## src/rtl/allstub_read_arbiter_if.sv

```systemverilog
// allstub_read_arbiter_if
// Groups the arbiter's control, requester and memory-side signals.
//   start/done      : [0] new-BX pulse, [1] pipelined reset; done is start delayed
//   req/req_add/gnt : per-requester request, stub address slices, one-hot grant
//   read_add        : {page, addr} to the AllStubs memory read port
//   data_in         : memory read data
//   data_out/valid_out/id_out : returned data tagged with the owning requester
// Modports: slave = arbiter view, master = environment view.
interface allstub_read_arbiter_if #(
    parameter int NREQ     = 4,
    parameter int ID_W     = 2,
    parameter int MEM_SIZE = 6,
    parameter int BX_BITS  = 5
);
    logic [1:0]                  start;
    logic [1:0]                  done;
    logic [NREQ-1:0]             req;
    logic [NREQ*MEM_SIZE-1:0]    req_add;
    logic [NREQ-1:0]             gnt;
    logic [BX_BITS+MEM_SIZE-1:0] read_add;
    logic [35:0]                 data_in;
    logic [35:0]                 data_out;
    logic                        valid_out;
    logic [ID_W-1:0]             id_out;

    modport slave (
        input  start, req, req_add, data_in,
        output done, gnt, read_add, data_out, valid_out, id_out
    );

    modport master (
        output start, req, req_add, data_in,
        input  done, gnt, read_add, data_out, valid_out, id_out
    );
endinterface

```

## src/rtl/allstub_read_arbiter.sv

```systemverilog
// allstub_read_arbiter
// Round-robin sharing of one AllStubs memory read port among NREQ consumers.
// Forms the {page, addr} read address from a BX counter advanced by start[0],
// and returns each read's data tagged with the requester ID.
// Ports:
//   clk   : clock
//   reset : synchronous active-high reset
//   bus   : allstub_read_arbiter_if.slave (start/done, req/req_add/gnt,
//           read_add, data_in, data_out/valid_out/id_out)
//
// state    | meaning
// ---------+---------------------------------------------------------
// S_WAIT   | idle after reset / start[1]; no grants until start[0]
// S_RUN    | arbitrating one request per cycle
// S_SWITCH | one-cycle gap after start[0] while the page changes
module allstub_read_arbiter #(
    parameter int NREQ       = 4,
    parameter int ID_W       = 2,
    parameter int MEM_SIZE   = 6,
    parameter int BX_BITS    = 5,
    parameter int RD_LATENCY = 2,
    parameter int BX_OFFSET  = 1,
    parameter int DONE_DLY   = 6
) (
    input  logic                   clk,
    input  logic                   reset,
    allstub_read_arbiter_if.slave  bus
);

    typedef enum logic [1:0] {
        S_WAIT   = 2'd0,
        S_RUN    = 2'd1,
        S_SWITCH = 2'd2
    } state_t;

    state_t                      r_state;
    state_t                      w_state_nxt;
    logic                        w_rst;
    logic                        w_arb_en;
    logic                        w_gnt_any;
    logic                        w_grant;
    logic [ID_W-1:0]             w_gnt_idx;
    logic [NREQ-1:0]             w_gnt;
    logic [BX_BITS-1:0]          w_page;

    logic [BX_BITS-1:0]          r_bx_cnt;
    logic [ID_W-1:0]             r_rr_ptr;
    logic [BX_BITS+MEM_SIZE-1:0] r_read_add;
    logic                        r_vld_pipe [RD_LATENCY+1];
    logic [ID_W-1:0]             r_id_pipe  [RD_LATENCY+1];
    logic                        r_valid_out;
    logic [ID_W-1:0]             r_id_out;
    logic [35:0]                 r_data_out;
    logic [1:0]                  r_done_pipe [DONE_DLY];

    // start[1] acts as a pipelined reset for everything except the done chain
    assign w_rst  = reset | bus.start[1];
    assign w_page = r_bx_cnt - BX_BITS'(BX_OFFSET);

    // Rotating priority search starting at r_rr_ptr
    always_comb begin
        logic [ID_W-1:0] v_idx;
        w_gnt_any = 1'b0;
        w_gnt_idx = '0;
        v_idx     = '0;
        for (int i = 0; i < NREQ; i++) begin
            v_idx = ID_W'((int'(r_rr_ptr) + i) % NREQ);
            if (!w_gnt_any && bus.req[v_idx]) begin
                w_gnt_any = 1'b1;
                w_gnt_idx = v_idx;
            end
        end
    end

    always_comb begin
        w_state_nxt = r_state;
        w_arb_en    = 1'b0;
        case (r_state)
            S_WAIT: begin
                if (bus.start[0]) w_state_nxt = S_RUN;
            end
            S_RUN: begin
                w_arb_en = ~bus.start[0];
                if (bus.start[0]) w_state_nxt = S_SWITCH;
            end
            S_SWITCH: begin
                if (!bus.start[0]) w_state_nxt = S_RUN;
            end
            default: w_state_nxt = S_WAIT;
        endcase
        if (w_rst) begin
            w_state_nxt = S_WAIT;
            w_arb_en    = 1'b0;
        end
    end

    assign w_grant = w_arb_en & w_gnt_any;
    assign w_gnt   = w_grant ? (NREQ'(1) << w_gnt_idx) : '0;

    always_ff @(posedge clk) begin
        r_state <= w_state_nxt;
    end

    always_ff @(posedge clk) begin
        if (w_rst) begin
            r_bx_cnt    <= '1;
            r_rr_ptr    <= '0;
            r_read_add  <= '0;
            r_valid_out <= 1'b0;
            r_id_out    <= '0;
            r_data_out  <= '0;
            for (int i = 0; i <= RD_LATENCY; i++) begin
                r_vld_pipe[i] <= 1'b0;
                r_id_pipe[i]  <= '0;
            end
        end else begin
            if (bus.start[0]) r_bx_cnt <= r_bx_cnt + 1'b1;
            if (w_grant) begin
                r_rr_ptr   <= (w_gnt_idx == ID_W'(NREQ-1)) ? '0 : w_gnt_idx + 1'b1;
                r_read_add <= {w_page, bus.req_add[w_gnt_idx*MEM_SIZE +: MEM_SIZE]};
            end
            // Stage 0 lines up with read_add; stage RD_LATENCY lines up with data_in
            r_vld_pipe[0] <= w_grant;
            r_id_pipe[0]  <= w_gnt_idx;
            for (int i = 1; i <= RD_LATENCY; i++) begin
                r_vld_pipe[i] <= r_vld_pipe[i-1];
                r_id_pipe[i]  <= r_id_pipe[i-1];
            end
            r_valid_out <= r_vld_pipe[RD_LATENCY];
            r_id_out    <= r_id_pipe[RD_LATENCY];
            r_data_out  <= bus.data_in;
        end
    end

    // Only the hard reset clears done so that start[1] still reaches done[1]
    always_ff @(posedge clk) begin
        if (reset) begin
            for (int i = 0; i < DONE_DLY; i++) r_done_pipe[i] <= 2'b00;
        end else begin
            r_done_pipe[0] <= bus.start;
            for (int i = 1; i < DONE_DLY; i++) r_done_pipe[i] <= r_done_pipe[i-1];
        end
    end

    assign bus.gnt       = w_gnt;
    assign bus.read_add  = r_read_add;
    assign bus.data_out  = r_data_out;
    assign bus.valid_out = r_valid_out;
    assign bus.id_out    = r_id_out;
    assign bus.done      = r_done_pipe[DONE_DLY-1];

endmodule

```

## src/flat_wrapper.sv

```systemverilog
// flat-port wrapper written by rule: the top's interface ports become plain ports
module allstub_read_arbiter_flat 
#(
    parameter int NREQ       = 4,
    parameter int ID_W       = 2,
    parameter int MEM_SIZE   = 6,
    parameter int BX_BITS    = 5,
    parameter int RD_LATENCY = 2,
    parameter int BX_OFFSET  = 1,
    parameter int DONE_DLY   = 6
)
  (clk, reset, bus_start, bus_req, bus_req_add, bus_data_in, bus_done, bus_gnt, bus_read_add, bus_data_out, bus_valid_out, bus_id_out);
  allstub_read_arbiter_if #(.NREQ(NREQ), .ID_W(ID_W), .MEM_SIZE(MEM_SIZE), .BX_BITS(BX_BITS)) bus_i ();
  input  logic clk;
  input  logic reset;
  input wire logic [$bits(bus_i.start)-1:0] bus_start;
  input wire logic [$bits(bus_i.req)-1:0] bus_req;
  input wire logic [$bits(bus_i.req_add)-1:0] bus_req_add;
  input wire logic [$bits(bus_i.data_in)-1:0] bus_data_in;
  output wire logic [$bits(bus_i.done)-1:0] bus_done;
  output wire logic [$bits(bus_i.gnt)-1:0] bus_gnt;
  output wire logic [$bits(bus_i.read_add)-1:0] bus_read_add;
  output wire logic [$bits(bus_i.data_out)-1:0] bus_data_out;
  output wire logic [$bits(bus_i.valid_out)-1:0] bus_valid_out;
  output wire logic [$bits(bus_i.id_out)-1:0] bus_id_out;
  assign bus_i.start = bus_start;
  assign bus_i.req = bus_req;
  assign bus_i.req_add = bus_req_add;
  assign bus_i.data_in = bus_data_in;
  assign bus_done = bus_i.done;
  assign bus_gnt = bus_i.gnt;
  assign bus_read_add = bus_i.read_add;
  assign bus_data_out = bus_i.data_out;
  assign bus_valid_out = bus_i.valid_out;
  assign bus_id_out = bus_i.id_out;
  allstub_read_arbiter #(.NREQ(NREQ), .ID_W(ID_W), .MEM_SIZE(MEM_SIZE), .BX_BITS(BX_BITS), .RD_LATENCY(RD_LATENCY), .BX_OFFSET(BX_OFFSET), .DONE_DLY(DONE_DLY)) u_core (.clk(clk), .reset(reset), .bus(bus_i));
endmodule
```

## config.mk

```make
export PLATFORM = sky130hd
export DESIGN_NAME = allstub_read_arbiter_flat
export DESIGN_NICKNAME = d
export VERILOG_FILES = /design/src/rtl/allstub_read_arbiter_if.sv /design/src/rtl/allstub_read_arbiter.sv /design/src/flat_wrapper.sv
export SDC_FILE = /design/constraint.sdc
export NUM_CORES = 1
export LEC_CHECK = 0
export CAP_MARGIN = 10
export CORE_ASPECT_RATIO = 0.9
export CORE_MARGIN = 1.5
export CORE_UTILIZATION = 37
export DETAILED_ROUTE_END_ITERATION = 10
export PLACE_DENSITY_LB_ADDON = 0.3
export SLEW_MARGIN = 10
export SYNTH_ARGS = -nofsm -noshare
export SYNTH_HDL_FRONTEND = slang
export SYNTH_SLANG_ARGS = --single-unit
```

## constraint.sdc

```tcl
create_clock -name clk -period 1.6 [get_ports clk]
set_input_delay 0.24 -clock clk [delete_from_list [all_inputs] [get_ports clk]]
set_output_delay 0.24 -clock clk [all_outputs]
set_load 0.02 [all_outputs]
```

## After elaboration in Yosys (flattened, before gate mapping)

Memories as Yosys holds them, arrays and structs flattened. A register that Yosys moved wholly into a read port is not among the register bits.
Cells that the tools add are included.
W data, S select, Z words.

- RAM bits: 21
- Memories: 3
- Register bits: 56
- Logic and storage cells: 92
- Input port bits: 68
- Output and inout port bits: 56

Memories:

| memory | depth | width | read ports | clocked after memory_dff | wr ports | line | RTL |
|---|---|---|---|---|---|---|---|
| u_core.r_done_pipe | 6 | 2 | 6 | 0 | 6 | allstub_read_arbiter.sv:54 | `logic [1:0] r_done_pipe [DONE_DLY];` |
| u_core.r_id_pipe | 3 | 2 | 3 | 1 | 3 | allstub_read_arbiter.sv:50 | `logic [ID_W-1:0] r_id_pipe [RD_LATENCY+1];` |
| u_core.r_vld_pipe | 3 | 1 | 3 | 1 | 3 | allstub_read_arbiter.sv:49 | `logic r_vld_pipe [RD_LATENCY+1];` |

- Muxes and demuxes: 42
- Shifts and indexed selects: 2
- $lt $le $gt $ge: 4
- $add $sub $neg: 6
- Multipliers: 1
- Reduce and logical (&&, ||, !) cells: 8
- Bitwise operators: 15
- Eq/ne operators: 6

Operators by type and width:

| kind | number |
|---|---|
| $mux W2 | 17 |
| $shiftx A24 B6 Y6 | 1 |
| $mux W1 | 19 |
| $or A1 B1 Y1 | 13 |
| $lt A2 B3 Y1 const B | 4 |
| $bmux W1 S2 | 4 |
| $ne A2 B2 Y1 const B | 3 |
| $pmux W2 S3 | 1 |
| $add A5 B1 Y5 const B | 1 |
| $sub A5 B1 Y5 const B | 1 |
| $add A2 B1 Y2 const B | 2 |
| $add A2 B2 Y2 const B | 2 |
| $eq A2 B2 Y1 const B | 2 |
| $mul A2 B2 Y4 const B | 1 |
| $mux W4 | 1 |
| $shl A1 B2 Y4 const A | 1 |
| $logic_and A1 B1 Y1 | 3 |
| $logic_not A1 Y1 | 3 |
| $reduce_and A3 Y1 | 1 |
| $eq A2 B1 Y1 const B | 1 |
| $logic_not A2 Y1 | 1 |
| $and A1 B1 Y1 | 1 |
| $not A1 Y1 | 1 |

## Depth between registers and ports, before layout

- Word-level depth: 14
- Gate-level depth with buffers: 9
- Mapped depth without buffers: 8

## Least setup slack after synthesis

Ideal clock, no wire load.

- Kind: register to output
- Start point: reg u_core.r_rr_ptr[1]
- End point: out bus_gnt[2]
- Data arrival time: 1.495 ns
- Buffers on the path: 1
- Setup slack: -0.135 ns
- Cell stages (with the launch flop): 6
- Path through: dfxtp_1 clkbuf_1 nor3b_1 o22ai_2 inv_1 nor3_1

- Cells in the longest elaborated chain, start to end: 14
- Elaborated cells between the ends (all ways): 28
- Those cells by class: 3 x add/sub; 1 x shift; 17 x mux; 1 x bitwise; 6 x reduce/logical

RTL lines:

| element | line | RTL |
|---|---|---|
| start: declaration | allstub_read_arbiter.sv:47 | `logic [ID_W-1:0] r_rr_ptr;` |
| start signal: assignment | allstub_read_arbiter.sv:119 | `r_rr_ptr <= (w_gnt_idx == ID_W'(NREQ-1)) ? '0 : w_gnt_idx + 1'b1;` |
| branches (longest 13 deep; another with $add A2 B1 Y2) | -- |  |
| $mux W4 * | allstub_read_arbiter.sv:98 | `assign w_gnt = w_grant ? (NREQ'(1) << w_gnt_idx) : '0;` |
| end: declaration | flat_wrapper.sv:21 | `output wire logic [$bits(bus_i.gnt)-1:0] bus_gnt;` |

Every way passes the cells marked *. The select of a mux whose other input is x is not followed.

## Worst setup path in the final report

Same ends and word-level chain as after synthesis.

==> results by group <==
GRT
  – Largest net degree at the start of global routing: 56
  – Vias in the first global route: 2322
  – Total global routing overflow: 0
  – Initial antenna violation count: 0
  – Total Routing Usage GR: 17.4%
  – First-pass GRT wire length: 10.7 mm

Worst setup path
  – Slowest-stage cell, CP: dfxtp_4
  – CP Buf/Inv Count: 2
  – Critical Path End Type: primary output
  – Crit path launch type: register
  – R2r setup slk: -0.13 ns
  – CP Data Required Time: 1.36 ns
  – Register-to-Register Path Depth: 6
  – CP Cell Sequence: a21o_2, a21boi_2, o22ai_2, buf_4, nor3_4, buf_6
  – Critical path's largest stage delay: 0.37 ns
  – Family with the most delay on the worst path: compound AO/OA/AOI/OAI gates
  – Critical path depth: 6
  – Critical Path Fanout Max: 5
  – FF-to-FF End: u_core.bus.read_add[0]
  – Worst R2R Start: u_core.r_rr_ptr[0]
  – Arrival @ worst endpoint: 1.65 ns
  – Critical path type: reg -> out

Final layout
  – Util after Layout: 64.0%
  – Final nets: 482
  – Layout cells sized above 1: 21.6%
  – N_diodes: 0
  – Design Area, Final: 4570 um^2
  – Layout Cells excl Fill: 509
  – Area delta synth->final: 65.8%
  – Fillers: 567

Placed design
  – RD Place Congestion: 0.790
  – # port buffers: 123
  – Post-place instance area: 4260 um^2
  – HPWL after detailed placement: 4.71 mm
  – Placed insts: 489
  – Worst slack, placed: -0.991 ns

Timing
  – Final hold violation count: 0
  – Fin crit period: 1.89 ns
  – Peak Freq: 0.528 GHz
  – Final WS setup: -0.294 ns
  – Clock Skews: 0.0138 ns
  – RSZ-0062 raised after global routing: true
  – Final Max Slew Viols: 0
  – Crit share post-route: 118%
  – Worst slew margin: 71.8%
  – # setup viols final: 10
  – Tightest Pin Transition: 0.423 ns

Pwr
  – Max rail drop VDD: 0.418 mV
  – Clock network power share: 33.7%
  – Flop pwr share: 52.6%
  – Total power divided by cell area: 859 nW/um^2
  – Int Pwr: 2980 uW
  – Power Total: 3930 uW
  – Combinational share of power: 13.7%
  – P_sw: 953 uW
  – Pleak: 0.00193 uW
  – Switching part of the total power: 24.3%

Detailed routing
  – Avg WL per Cell: 13.2 um
  – WL met3: 535 um
  – Top Layer Used: met4
  – Via count: 2317
  – M1 wire length: 2.89 mm
  – Via density: 4.55
  – Routed wire length: 6.74 mm
  – Residual DRC: 0
  – Detail Route met2 WL: 3.16 mm
  – Initial DRT Pass Iterations: 4
  – Antenna Nets Post-Route: 0
  – Detailed router's first-iteration violation count: 81

CTS
  – Clock root buffer: clkbuf_8
  – Clk sink count: 80
  – Clock H-tree levels: 3
  – Clock Path Buffers: 2
  – Clk slew on worst S/H paths: 0.08 ns
  – CTS buffer count: 9
  – Clock Latency Late Sink: 0.34 ns
  – CTS tree: yes

Yosys
  – Number of synthesis warnings: 0
  – Post-Synthesis Cells: 263
  – Synth Register Bits: 80
  – Cell taking the most area after synthesis: dfxtp_1
  – Unique masters post-synth: 38
  – Syn Nets: 334
  – Count leader, synth: dfxtp_1
  – EDFF count, synth: 0
  – Share of the synthesized area in the top cell type: 58.0%
  – Most instantiated cells after synthesis: dfxtp_1 (80), and2_1 (46), nor2b_1 (15)
  – Post-Syn Area per Cell: 10.5 um^2
  – Synth top area cells: dfxtp_1 (58%), and2_1 (10%), nor2b_1 (3.4%)
  – Seq/Total Area, Yosys: 58.0%
  – Cell area after synthesis: 2760 um^2
  – Async SR Flop Fraction: 0%
  – Main flop type after synthesis: dfxtp_1

Die
  – Die area: 7980 um^2
  – Initial Utilization: 38.6%
  – Die Span Y: 84.9 um
  – Core area: 7150 um^2
  – Core Rows: 29
  – Die width: 94.0 um
  – I/O pins: 124

Hold path
  – WHS Path Cells: 4
  – Hold Path Origin: bus_start[0]
  – Hold Path End: u_core.r_bx_cnt[0]
  – Worst Hold Class: in -> reg

Job
  – Max cap viols: 0

Outcome
  – Status: finished, violations left
  – Violated checks: setup timing
worst min-delay path: cells and delay by family:
kind,cells,cell delay [ns]
xor+xnor,1,0.07
simple gates,1,0.05
buf+inv,2,0.34
power groups by stage:
stage | Combinational (uW) | Clock [uW] | Sequential [uW]
6_report | 537 | 1320 | 2070
5_1_grt | 576 | 1480 | 2080
4_1_cts | 529 | 1380 | 2070
3_3_place_gp | 506 | 0 | 2120
3_5_place_dp | 513 | 0 | 2120
2_1_floorplan | 151 | 0 | 2170
metrics by stage:
stage	TNS, ns	hold WS, ns
after floorplan	-0.336	0.312
after global placement	-11.47	0.409
after detailed placement	-11.80	0.411
after CTS	-1.38	0.424
after global routing	-2.34	0.387
final	-1.52	0.401
sequential cells by signal, summed over array words and instances, names as in the netlist, 3 cells and up:
register / cells
u_core.bus.data_out: 36
u_core.r_done_pipe: 12
u_core.bus.read_add: 11
u_core.r_id_pipe: 6
u_core.r_bx_cnt: 5
u_core.r_vld_pipe: 3
layout make-up:
cell class / count / area [um^2] / area share, %
clock buffers: 10 / 138 / 3.01
clock inverters: 6 / 42.5 / 0.930
inverters: 5 / 18.8 / 0.410
multi-input cells: 162 / 1160 / 25.4
flip-flops and latches: 80 / 1610 / 35.2
well taps: 93 / 116 / 2.54
repair buffers: 153 / 1490 / 32.6
layer usage:
layer  GRT usage, %  vias to the layer above
met4           8.82                        0
met1           20.1                     1044
li1               -                     1160
met3           6.00                       15
met2           28.7                       98
met5              0                        -
cells by family after synthesis:
family | synth area share [%]
xor gates and xnor gates | 2.54
muxes | 2.45
adders and majority gates | 1.36
buffers and inverters | 3.90
and+or+nand+nor | 23.3
DFF | 58.1
AOI/OAI and AO/OA | 8.39
how the worst max path moves through the flow:
stage | start | to | slack, ns
3_3_place_gp | bus_req[2] | bus_gnt[3] | -0.88
5_1_grt | u_core.r_rr_ptr[0] | bus_gnt[3] | -0.40
3_5_place_dp | bus_req[1] | bus_gnt[3] | -0.99
2_1_floorplan | u_core.r_rr_ptr[1] | bus_gnt[2] | -0.09
4_1_cts | u_core.r_rr_ptr[1] | bus_gnt[3] | -0.31
6_report | u_core.r_rr_ptr[1] | bus_gnt[2] | -0.29
cell usage in the layout (no fill, tap or decap), types with 3 or more instances in the layout:
master           synthesis  routed
inv_1                    5       3
dlymetal6s2s_1           0       5
nand2_1                 14      14
nor2b_1                 15      13
mux2_2                   6       6
clkbuf_8                 0      10
nor2_1                   9       8
dfxtp_1                 80      78
clkdlybuf4s50_1          0     110
a221o_1                  6       6
buf_4                    2      26
a21oi_1                 10       9
xnor2_1                  3       3
and2_1                  46      45
nand3_1                  9       6
buf_6                    1       7
o21ai_0                  6       5
xor2_1                   5       5
nand3_2                  0       3
timing repair:
item                                    CTS  global route
gates resized for setup                  61            10
hold buffers                              0             0
endpoints found under the setup margin   13            14
pin swaps                                 8             3
buffers inserted                          3             1
Power figures use the tool's default switching activity.
